[src/rtl/riscv_pkg.sv]
// Shared RISC-V pipeline types: ALU operations, immediate formats, opcodes,
// result-mux encodings and the decode queue entry layout.
package riscv_pkg;

    localparam int XLEN = 32;

    typedef enum logic [3:0] {
        ALU_ADD,
        ALU_SUB,
        ALU_AND,
        ALU_OR,
        ALU_XOR,
        ALU_SLT,
        ALU_SLTU,
        ALU_SLL,
        ALU_SRL,
        ALU_SRA,
        ALU_LUI
    } alu_op_e;

    typedef enum logic [2:0] {
        IMM_I,
        IMM_S,
        IMM_B,
        IMM_J,
        IMM_U
    } imm_src_e;

    localparam logic [6:0] OP_R      = 7'b0110011;
    localparam logic [6:0] OP_I      = 7'b0010011;
    localparam logic [6:0] OP_LOAD   = 7'b0000011;
    localparam logic [6:0] OP_STORE  = 7'b0100011;
    localparam logic [6:0] OP_BRANCH = 7'b1100011;
    localparam logic [6:0] OP_JAL    = 7'b1101111;
    localparam logic [6:0] OP_JALR   = 7'b1100111;
    localparam logic [6:0] OP_LUI    = 7'b0110111;
    localparam logic [6:0] OP_AUIPC  = 7'b0010111;

    // Result mux: ALU, load data, PC+4 (links), PC+imm (AUIPC target adder in EX).
    localparam logic [1:0] RES_ALU   = 2'b00;
    localparam logic [1:0] RES_MEM   = 2'b01;
    localparam logic [1:0] RES_PC4   = 2'b10;
    localparam logic [1:0] RES_PCIMM = 2'b11;

    typedef struct packed {
        logic [31:0]     instr;
        logic [XLEN-1:0] pc;
        logic [XLEN-1:0] pc_plus4;
    } decode_entry_t;

endpackage

[src/rtl/controller.sv]
// Main decoder: opcode/funct fields to pipeline controls, immediate format
// and an illegal flag for opcodes outside RV32I base integer ops.
module controller
    import riscv_pkg::*;
(
    input  logic [6:0] op,
    input  logic [2:0] funct3,
    input  logic       funct7b5,
    output logic       reg_write,
    output logic       mem_write,
    output logic       jump,
    output logic       branch,
    output logic       alu_src,
    output logic [1:0] result_src,
    output alu_op_e    alu_control,
    output imm_src_e   imm_src,
    output logic       illegal
);

    always_comb begin
        // NOTE: every output is defaulted first so no branch of the case can infer a latch.
        reg_write  = 1'b0;
        mem_write  = 1'b0;
        jump       = 1'b0;
        branch     = 1'b0;
        alu_src    = 1'b0;
        result_src = RES_ALU;
        imm_src    = IMM_I;
        illegal    = 1'b0;
        case (op)
            OP_R:      reg_write = 1'b1;
            OP_I: begin
                reg_write = 1'b1;
                alu_src   = 1'b1;
            end
            OP_LOAD: begin
                reg_write  = 1'b1;
                alu_src    = 1'b1;
                result_src = RES_MEM;
            end
            OP_STORE: begin
                mem_write = 1'b1;
                alu_src   = 1'b1;
                imm_src   = IMM_S;
            end
            OP_BRANCH: begin
                branch  = 1'b1;
                imm_src = IMM_B;
            end
            OP_JAL: begin
                reg_write  = 1'b1;
                jump       = 1'b1;
                result_src = RES_PC4;
                imm_src    = IMM_J;
            end
            OP_JALR: begin
                reg_write  = 1'b1;
                jump       = 1'b1;
                alu_src    = 1'b1;
                result_src = RES_PC4;
            end
            OP_LUI: begin
                reg_write = 1'b1;
                alu_src   = 1'b1;
                imm_src   = IMM_U;
            end
            OP_AUIPC: begin
                reg_write  = 1'b1;
                alu_src    = 1'b1;
                result_src = RES_PCIMM;
                imm_src    = IMM_U;
            end
            default:   illegal = 1'b1;
        endcase
    end

    // funct7[5] selects SUB for R-type only, but SRA for both R and I shifts.
    always_comb begin
        alu_control = ALU_ADD;
        if (op == OP_R || op == OP_I) begin
            case (funct3)
                3'b000:  alu_control = (op == OP_R && funct7b5) ? ALU_SUB : ALU_ADD;
                3'b001:  alu_control = ALU_SLL;
                3'b010:  alu_control = ALU_SLT;
                3'b011:  alu_control = ALU_SLTU;
                3'b100:  alu_control = ALU_XOR;
                3'b101:  alu_control = funct7b5 ? ALU_SRA : ALU_SRL;
                3'b110:  alu_control = ALU_OR;
                default: alu_control = ALU_AND;
            endcase
        end else if (op == OP_BRANCH) begin
            alu_control = ALU_SUB;
        end else if (op == OP_LUI) begin
            alu_control = ALU_LUI;
        end
    end

endmodule

[src/rtl/imm_extend.sv]
// Immediate extraction for I/S/B/J/U formats, sign-extended to XLEN.
module imm_extend #(
    parameter int XLEN = 32
) (
    input  logic [31:7]         instr,
    input  riscv_pkg::imm_src_e imm_src,
    output logic [XLEN-1:0]     imm_ext
);

    logic signed [31:0] imm32;

    always_comb begin
        case (imm_src)
            riscv_pkg::IMM_I: imm32 = {{20{instr[31]}}, instr[31:20]};
            riscv_pkg::IMM_S: imm32 = {{20{instr[31]}}, instr[31:25], instr[11:7]};
            riscv_pkg::IMM_B: imm32 = {{20{instr[31]}}, instr[7], instr[30:25], instr[11:8], 1'b0};
            riscv_pkg::IMM_J: imm32 = {{12{instr[31]}}, instr[19:12], instr[20], instr[30:21], 1'b0};
            riscv_pkg::IMM_U: imm32 = {instr[31:12], 12'b0};
            default:          imm32 = '0;
        endcase
    end

    // Signed source, so widening to XLEN sign-extends.
    assign imm_ext = XLEN'(imm32);

endmodule

[src/rtl/instr_queue.sv]
// Circular FIFO between fetch and decode: DEPTH entries (power of two),
// valid/ready on both sides, flush drops everything. No same-cycle pass-through.
module instr_queue #(
    parameter  int WIDTH = 96,
    parameter  int DEPTH = 4,
    localparam int PW    = $clog2(DEPTH),
    localparam int CW    = $clog2(DEPTH + 1)
) (
    input  logic             clk,
    input  logic             rst,
    input  logic             flush,
    input  logic             push_valid,
    output logic             push_ready,
    input  logic [WIDTH-1:0] push_data,
    output logic             pop_valid,
    input  logic             pop_stall,
    output logic [WIDTH-1:0] head_data,
    output logic [CW-1:0]    count
);

    logic [WIDTH-1:0] mem [DEPTH];
    logic [PW-1:0]    wr_ptr;
    logic [PW-1:0]    rd_ptr;
    logic             push;
    logic             pop;

    // Ready looks only at the registered count, so no path from the stall input.
    assign push_ready = !rst && (count != CW'(DEPTH));
    assign pop_valid  = !rst && (count != '0);
    assign push       = push_valid && push_ready && !flush;
    assign pop        = pop_valid && !pop_stall && !flush;
    assign head_data  = mem[rd_ptr];

    // NOTE: sequential state uses <= so every flop samples pre-edge values regardless of statement order.
    always_ff @(posedge clk) begin
        if (rst || flush) begin
            wr_ptr <= '0;
            rd_ptr <= '0;
            count  <= '0;
        end else begin
            // Power-of-two depth: pointer overflow is the modulo wrap.
            if (push) wr_ptr <= wr_ptr + PW'(1);
            if (pop)  rd_ptr <= rd_ptr + PW'(1);
            case ({push, pop})
                2'b10:   count <= count + CW'(1);
                2'b01:   count <= count - CW'(1);
                default: count <= count;
            endcase
        end
    end

    // NOTE: storage is left unreset; occupancy alone decides which entries are meaningful.
    always_ff @(posedge clk) begin
        if (push) mem[wr_ptr] <= push_data;
    end

endmodule

[src/rtl/regfile.sv]
// 32 x XLEN register file: two combinational read ports, one write port on
// posedge clk. x0 is hardwired to zero.
module regfile #(
    parameter int XLEN = 32
) (
    input  logic            clk,
    input  logic            we,
    input  logic [4:0]      a1,
    input  logic [4:0]      a2,
    input  logic [4:0]      a3,
    input  logic [XLEN-1:0] wd,
    output logic [XLEN-1:0] rd1,
    output logic [XLEN-1:0] rd2
);

    logic [XLEN-1:0] rf [32];

    always_ff @(posedge clk) begin
        if (we && a3 != 5'd0) rf[a3] <= wd;
    end

    assign rd1 = (a1 == 5'd0) ? '0 : rf[a1];
    assign rd2 = (a2 == 5'd0) ? '0 : rf[a2];

endmodule

[src/rtl/decode_queued.sv]
// Decode stage fed by a DEPTH-entry instruction queue with valid/ready toward fetch.
// Optional macro DECODE_WB_BYPASS_EN: writeback data is forwarded into RD1D/RD2D same cycle.
module decode_queued #(
    parameter int XLEN  = riscv_pkg::XLEN,
    parameter int DEPTH = 4
) (
    input  logic                         clk,
    input  logic                         rst,
    input  logic                         ValidF,
    output logic                         ReadyF,
    input  logic [31:0]                  InstrF,
    input  logic [XLEN-1:0]              PCF,
    input  logic [XLEN-1:0]              PCPlus4F,
    input  logic                         StallD,
    input  logic                         FlushD,
    input  logic                         RegWriteW,
    input  logic [4:0]                   RdW,
    input  logic [XLEN-1:0]              ResultW,
    output logic                         ValidD,
    output logic                         IllegalD,
    output logic                         RegWriteD,
    output logic                         MemWriteD,
    output logic                         JumpD,
    output logic                         BranchD,
    output logic                         ALUSrcD,
    output logic [1:0]                   ResultSrcD,
    output riscv_pkg::alu_op_e           ALUControlD,
    output logic [XLEN-1:0]              RD1D,
    output logic [XLEN-1:0]              RD2D,
    output logic [XLEN-1:0]              PCD,
    output logic [XLEN-1:0]              PCPlus4D,
    output logic [XLEN-1:0]              ExtImmD,
    output logic [4:0]                   Rs1D,
    output logic [4:0]                   Rs2D,
    output logic [4:0]                   RdD,
    output logic [$clog2(DEPTH+1)-1:0]   CountD
);

    localparam int EW = 32 + 2 * XLEN;

    logic [EW-1:0]       head;
    logic [31:0]         instr_d;
    logic                reg_write_c;
    logic                mem_write_c;
    logic                jump_c;
    logic                branch_c;
    logic                alu_src_c;
    logic                illegal_c;
    logic                bubble;
    logic [1:0]          result_src_c;
    riscv_pkg::alu_op_e  alu_control_c;
    riscv_pkg::imm_src_e imm_src_c;
    logic [XLEN-1:0]     rd1_rf;
    logic [XLEN-1:0]     rd2_rf;

    instr_queue #(
        .WIDTH (EW),
        .DEPTH (DEPTH)
    ) u_queue (
        .clk        (clk),
        .rst        (rst),
        .flush      (FlushD),
        .push_valid (ValidF),
        .push_ready (ReadyF),
        .push_data  ({InstrF, PCF, PCPlus4F}),
        .pop_valid  (ValidD),
        .pop_stall  (StallD),
        .head_data  (head),
        .count      (CountD)
    );

    assign {instr_d, PCD, PCPlus4D} = head;
    assign Rs1D = instr_d[19:15];
    assign Rs2D = instr_d[24:20];
    assign RdD  = instr_d[11:7];

    controller u_ctrl (
        .op          (instr_d[6:0]),
        .funct3      (instr_d[14:12]),
        .funct7b5    (instr_d[30]),
        .reg_write   (reg_write_c),
        .mem_write   (mem_write_c),
        .jump        (jump_c),
        .branch      (branch_c),
        .alu_src     (alu_src_c),
        .result_src  (result_src_c),
        .alu_control (alu_control_c),
        .imm_src     (imm_src_c),
        .illegal     (illegal_c)
    );

    imm_extend #(.XLEN(XLEN)) u_imm (
        .instr   (instr_d[31:7]),
        .imm_src (imm_src_c),
        .imm_ext (ExtImmD)
    );

    regfile #(.XLEN(XLEN)) u_rf (
        .clk (clk),
        .we  (RegWriteW),
        .a1  (Rs1D),
        .a2  (Rs2D),
        .a3  (RdW),
        .wd  (ResultW),
        .rd1 (rd1_rf),
        .rd2 (rd2_rf)
    );

    // A bubble must never commit architectural side effects downstream.
    assign bubble    = !ValidD || illegal_c;
    assign IllegalD  = ValidD && illegal_c;
    assign RegWriteD = reg_write_c && !bubble;
    assign MemWriteD = mem_write_c && !bubble;
    assign JumpD     = jump_c && !bubble;
    assign BranchD   = branch_c && !bubble;

    assign ALUSrcD     = alu_src_c && !rst;
    assign ResultSrcD  = rst ? riscv_pkg::RES_ALU : result_src_c;
    assign ALUControlD = rst ? riscv_pkg::ALU_ADD : alu_control_c;

`ifdef DECODE_WB_BYPASS_EN
    assign RD1D = (RegWriteW && RdW != 5'd0 && RdW == Rs1D) ? ResultW : rd1_rf;
    assign RD2D = (RegWriteW && RdW != 5'd0 && RdW == Rs2D) ? ResultW : rd2_rf;
`else
    // Without write-through the hazard unit covers WB->D with an extra stall.
    assign RD1D = rd1_rf;
    assign RD2D = rd2_rf;
`endif

endmodule

[config.mk]
export PLATFORM = sky130hd
export DESIGN_NAME = decode_queued
export DESIGN_NICKNAME = d
export VERILOG_FILES = /design/src/rtl/riscv_pkg.sv /design/src/rtl/controller.sv /design/src/rtl/imm_extend.sv /design/src/rtl/instr_queue.sv /design/src/rtl/regfile.sv /design/src/rtl/decode_queued.sv
export SDC_FILE = /design/constraint.sdc
export NUM_CORES = 2
export LEC_CHECK = 0
export CAP_MARGIN = 20
export CORE_MARGIN = 8
export CORE_UTILIZATION = 40
export CTS_BUF_LIST = sky130_fd_sc_hd__clkbuf_8 sky130_fd_sc_hd__clkbuf_16
export DETAILED_ROUTE_END_ITERATION = 8
export PLACE_DENSITY = 0.53
export REMOVE_ABC_BUFFERS = 1
export SYNTH_ARGS = -nofsm -noshare
export SYNTH_HDL_FRONTEND = slang
export SYNTH_SLANG_ARGS = --single-unit
[constraint.sdc]
create_clock -name clk -period 5.1 [get_ports clk]
set_clock_uncertainty 0.2 [all_clocks]
set_input_delay 0.765 -clock clk [delete_from_list [all_inputs] [get_ports clk]]
set_output_delay 0.765 -clock clk [all_outputs]
set_load 0.01 [all_outputs]
==> impl_metrics.csv <==
group,metric,value,unit
detailed_routing,drt-total-wl,222000,µm
yosys,avgSynthCellArea,13.5,µm²
run_status,status,"finished clean",
critical_path,path_max_fanout,27,
detailed_routing,drcViolationCount,0,
global_routing,grt-ovfl-total,0,
yosys,synth_edf_count,1408,
die,coreArea,0.160,mm²
cells_and_area,final_cell_mix,"1408 x edfxtp_1, 865 x nand2_1, 396 x mux2i_1",
cts,cts_tree,"built",
sta,period_share,97.6,%
cells_and_area,area_growth,21.7,%
detailed_routing,wire_per_inst,29.4,µm
cells_and_area,final_common_cell,"edfxtp_1",
global_routing,grt_usage,24.5,%
job,max_cap_viol_count,0,
sta,fin_hold_ws,0.304,ns
die,io_pins,331,
critical_path,startpoint_type,"register",
detailed_routing,final_antenna_net_count,0,
placement,placed_cell_area,0.0714,mm²
critical_path,rr_worst_depth,8,
critical_path,cp_top_family,"multiplexers",
cells_and_area,fin_area,0.0786,mm²
yosys,netlist_area,0.0646,mm²
critical_path,reg2reg_to,"u_queue.count[2]$_SDFFE_PP0P_",
die,die_x,418,µm
power,cellLeakagePower,26.9,nW
global_routing,grt_antenna_before_repair,30,
yosys,synth_top_cell_area_share,65.5,%
critical_path,cp_slowest_cell,"o211ai_1",
sta,hold_viol_final,0,
critical_path,r2r_start,"u_queue.count[2]$_SDFFE_PP0P_",
cells_and_area,multiInputGateArea,0.0210,mm²
critical_path,arrival,4.01,ns
yosys,postSynthCellCount,4787,
detailed_routing,viasPerCell,5.88,
die,dieArea,0.175,mm²
placement,place_congestion,0.794,
placement,port_buffers,330,
cts,htreeDepth,4,
cells_and_area,drive_gt1_share,15.1,%
critical_path,path_depth,10,
global_routing,grt_pass1_vias,43900,
yosys,async_flop_share,0,%
cts,cts_buffer_depth,3,
die,die_h,418,µm
critical_path,endpoint,"RD2D[3]",
critical_path,critical_path_class,"register to output pin",
die,row_count,147,
critical_path,cp_num_buf_inv,4,
yosys,synth_top_cell_by_area,"edfxtp_1",
sta,setup_viol,0,
sta,slew_headroom,25.9,%
critical_path,crit_chain,"buf_12 > mux2i_1 > mux2_8 > inv_16 > buf_16 > mux4_2 > o211ai_1 > or3_1 > o31ai_1 > dlygate4sd2_1",
yosys,synth-seq-cells,1417,
placement,hpwlAfterDp,125000,µm
cells_and_area,seq_area,0.0425,mm²
critical_path,cp.required,4.14,ns
yosys,synth.area.top_cells,"edfxtp_1 65%, mux2i_1 6.2%, mux4_2 5.3%, nand2_1 5.1%, a211oi_1 1.9%",
sta,max_freq,0.201,GHz
die,start_util,40.3,%
sta,min_period,4.98,ns
placement,placed_cells,7145,
sta,grt_setup_unrepaired,"yes",
detailed_routing,vias,44300,
yosys,ys_warn_count,0,
sta,drv_slew,0,
yosys,ys_types,66,
yosys,ys_seq_area_share,65.7,%
critical_path,cpPeakStageDelay,0.57,ns
cells_and_area,nNetsFinal,5382,
sta,fin_ws,0.122,ns
cts,clkSinkCount,1417,
cts,hold_buffers,0,
sta,worst_pin_slew,1.11,ns
cts,numCtsBuffers,159,
cts,root_buffer,"clkbuf_16",
placement,post-place-ws,0.00335,ns
cells_and_area,num-fill-cells,13900,
detailed_routing,drtPass1Iterations,6,
detailed_routing,drt-initial-drc-count,5142,
cts,clock_latency,0.79,ns
global_routing,grt_first_pass_wirelength,314000,µm
power,powerDensity,333,mW/mm²
critical_path,ff2ff_setup_slack,2.31,ns
cells_and_area,fin_cells,7536,
global_routing,grt_max_degree,119,
yosys,ys.flop_type,"edfxtp_1",
critical_path,cp-end-kind,"output pin",
power,ir_worst_vdd,0.000335,V
cts,cts.clk_slew.worst_paths,0.06,ns
min_path,hold_path_class,"register to register",
==> cell usage after synthesis, drive strengths merged (33+ instances only) <==
| library cell | instances |
|---|---|
| buf | 185 |
| nor2 | 278 |
| nor2b | 135 |
| o22ai | 33 |
| nand3 | 165 |
| or3 | 34 |
| a311oi | 33 |
| a22oi | 34 |
| a211oi | 160 |
| a31oi | 127 |
| clkbuf | 170 |
| mux2i | 399 |
| a21oi | 137 |
| edfxtp | 1408 |
| mux4 | 153 |
| and2 | 40 |
| nor4 | 33 |
| nand2 | 876 |
| o21ai | 138 |
==> state kept, by name (all words and copies together), names as in the netlist, named ones only <==
signal and cells:
u_rf.rf 1024, u_queue.mem 384, u_queue.count 3, u_queue.rd_ptr 2, u_queue.wr_ptr 2
==> worst min path at each step <==
stage	start	end	slack, ns	cells after the start
floorplan	u_queue.wr_ptr[1]$_SDFFE_PP0P_	u_queue.wr_ptr[1]$_SDFFE_PP0P_	0.27	2
global placement	u_queue.wr_ptr[1]$_SDFFE_PP0P_	u_queue.wr_ptr[1]$_SDFFE_PP0P_	0.31	2
detailed placement	u_queue.wr_ptr[1]$_SDFFE_PP0P_	u_queue.wr_ptr[1]$_SDFFE_PP0P_	0.29	2
CTS	u_queue.wr_ptr[1]$_SDFFE_PP0P_	u_queue.wr_ptr[1]$_SDFFE_PP0P_	0.30	2
global route	u_queue.wr_ptr[1]$_SDFFE_PP0P_	u_queue.wr_ptr[1]$_SDFFE_PP0P_	0.35	2
finish	u_queue.wr_ptr[1]$_SDFFE_PP0P_	u_queue.wr_ptr[1]$_SDFFE_PP0P_	0.30	2
==> kinds of logic (layout without fill, tap and decap cells) <==
group	Yosys count	in the layout	share of synthesized area (%)
simple gates	1620	1624	11.0
compound gates	804	804	8.42
xor+xnor	6	6	0.0814
buf+inv	370	911	2.89
fa+ha+maj	6	6	0.128
other cells	1	44	0.00581
mux	563	564	11.7
flops	1417	1417	65.7
==> worst register-to-register path: stages, from the launching register on <==
cell,delay (ns)
dfxtp_1,0.49
nor3_1,0.12
nor3_1,0.57
ha_1,0.29
inv_1,0.06
fa_1,0.38
xor2_1,0.16
or3_1,0.31
a21oi_1,0.14
==> repair_timing <==
action,CTS,global route
endpoints found under the setup margin,101,34
resized for setup,155,35
pin swaps,17,6
gates cloned,18,5
setup buffers,36,17
==> per-layer routing <==
metal  vias to the layer above  track usage, %  share of wire (%)
met2                      2172            38.5                 45
li1                      19200               -                  -
met4                        22            10.3                4.6
met5                         -               0              0.067
met3                       493            6.38                9.6
met1                     22400            32.3                 40
==> power breakdown <==
group,switching (W),total (W),internal (W)
Sequential,0.0000604,0.0130,0.0130
Clock,0.00492,0.0116,0.00665
Combinational,0.000968,0.00156,0.000595
==> through the flow <==
step                      TNS, ns  power [W]  util [%]
after floorplan           -752.33     0.0140         -
after global placement    -0.0721     0.0147      44.5
after detailed placement        0     0.0147      44.5
after CTS                  -0.155     0.0263      48.5
after global routing      -0.0776     0.0269      49.0
final                           0     0.0262      49.0
==> area by class of cell <==
cell class / count / area share [%]
Antenna cell: 12 / 0.0382
Timing Repair Buffer: 606 / 8.81
Sequential cell: 1417 / 54.0
Inverter: 15 / 0.169
Tap cell: 2160 / 3.44
Clock buffer: 159 / 5.06
Clock inverter: 129 / 1.68
Multi-Input combinational cell: 3036 / 26.8
Timing Repair inverter: 2 / 0.0255
(Power assumes the default switching activity.)
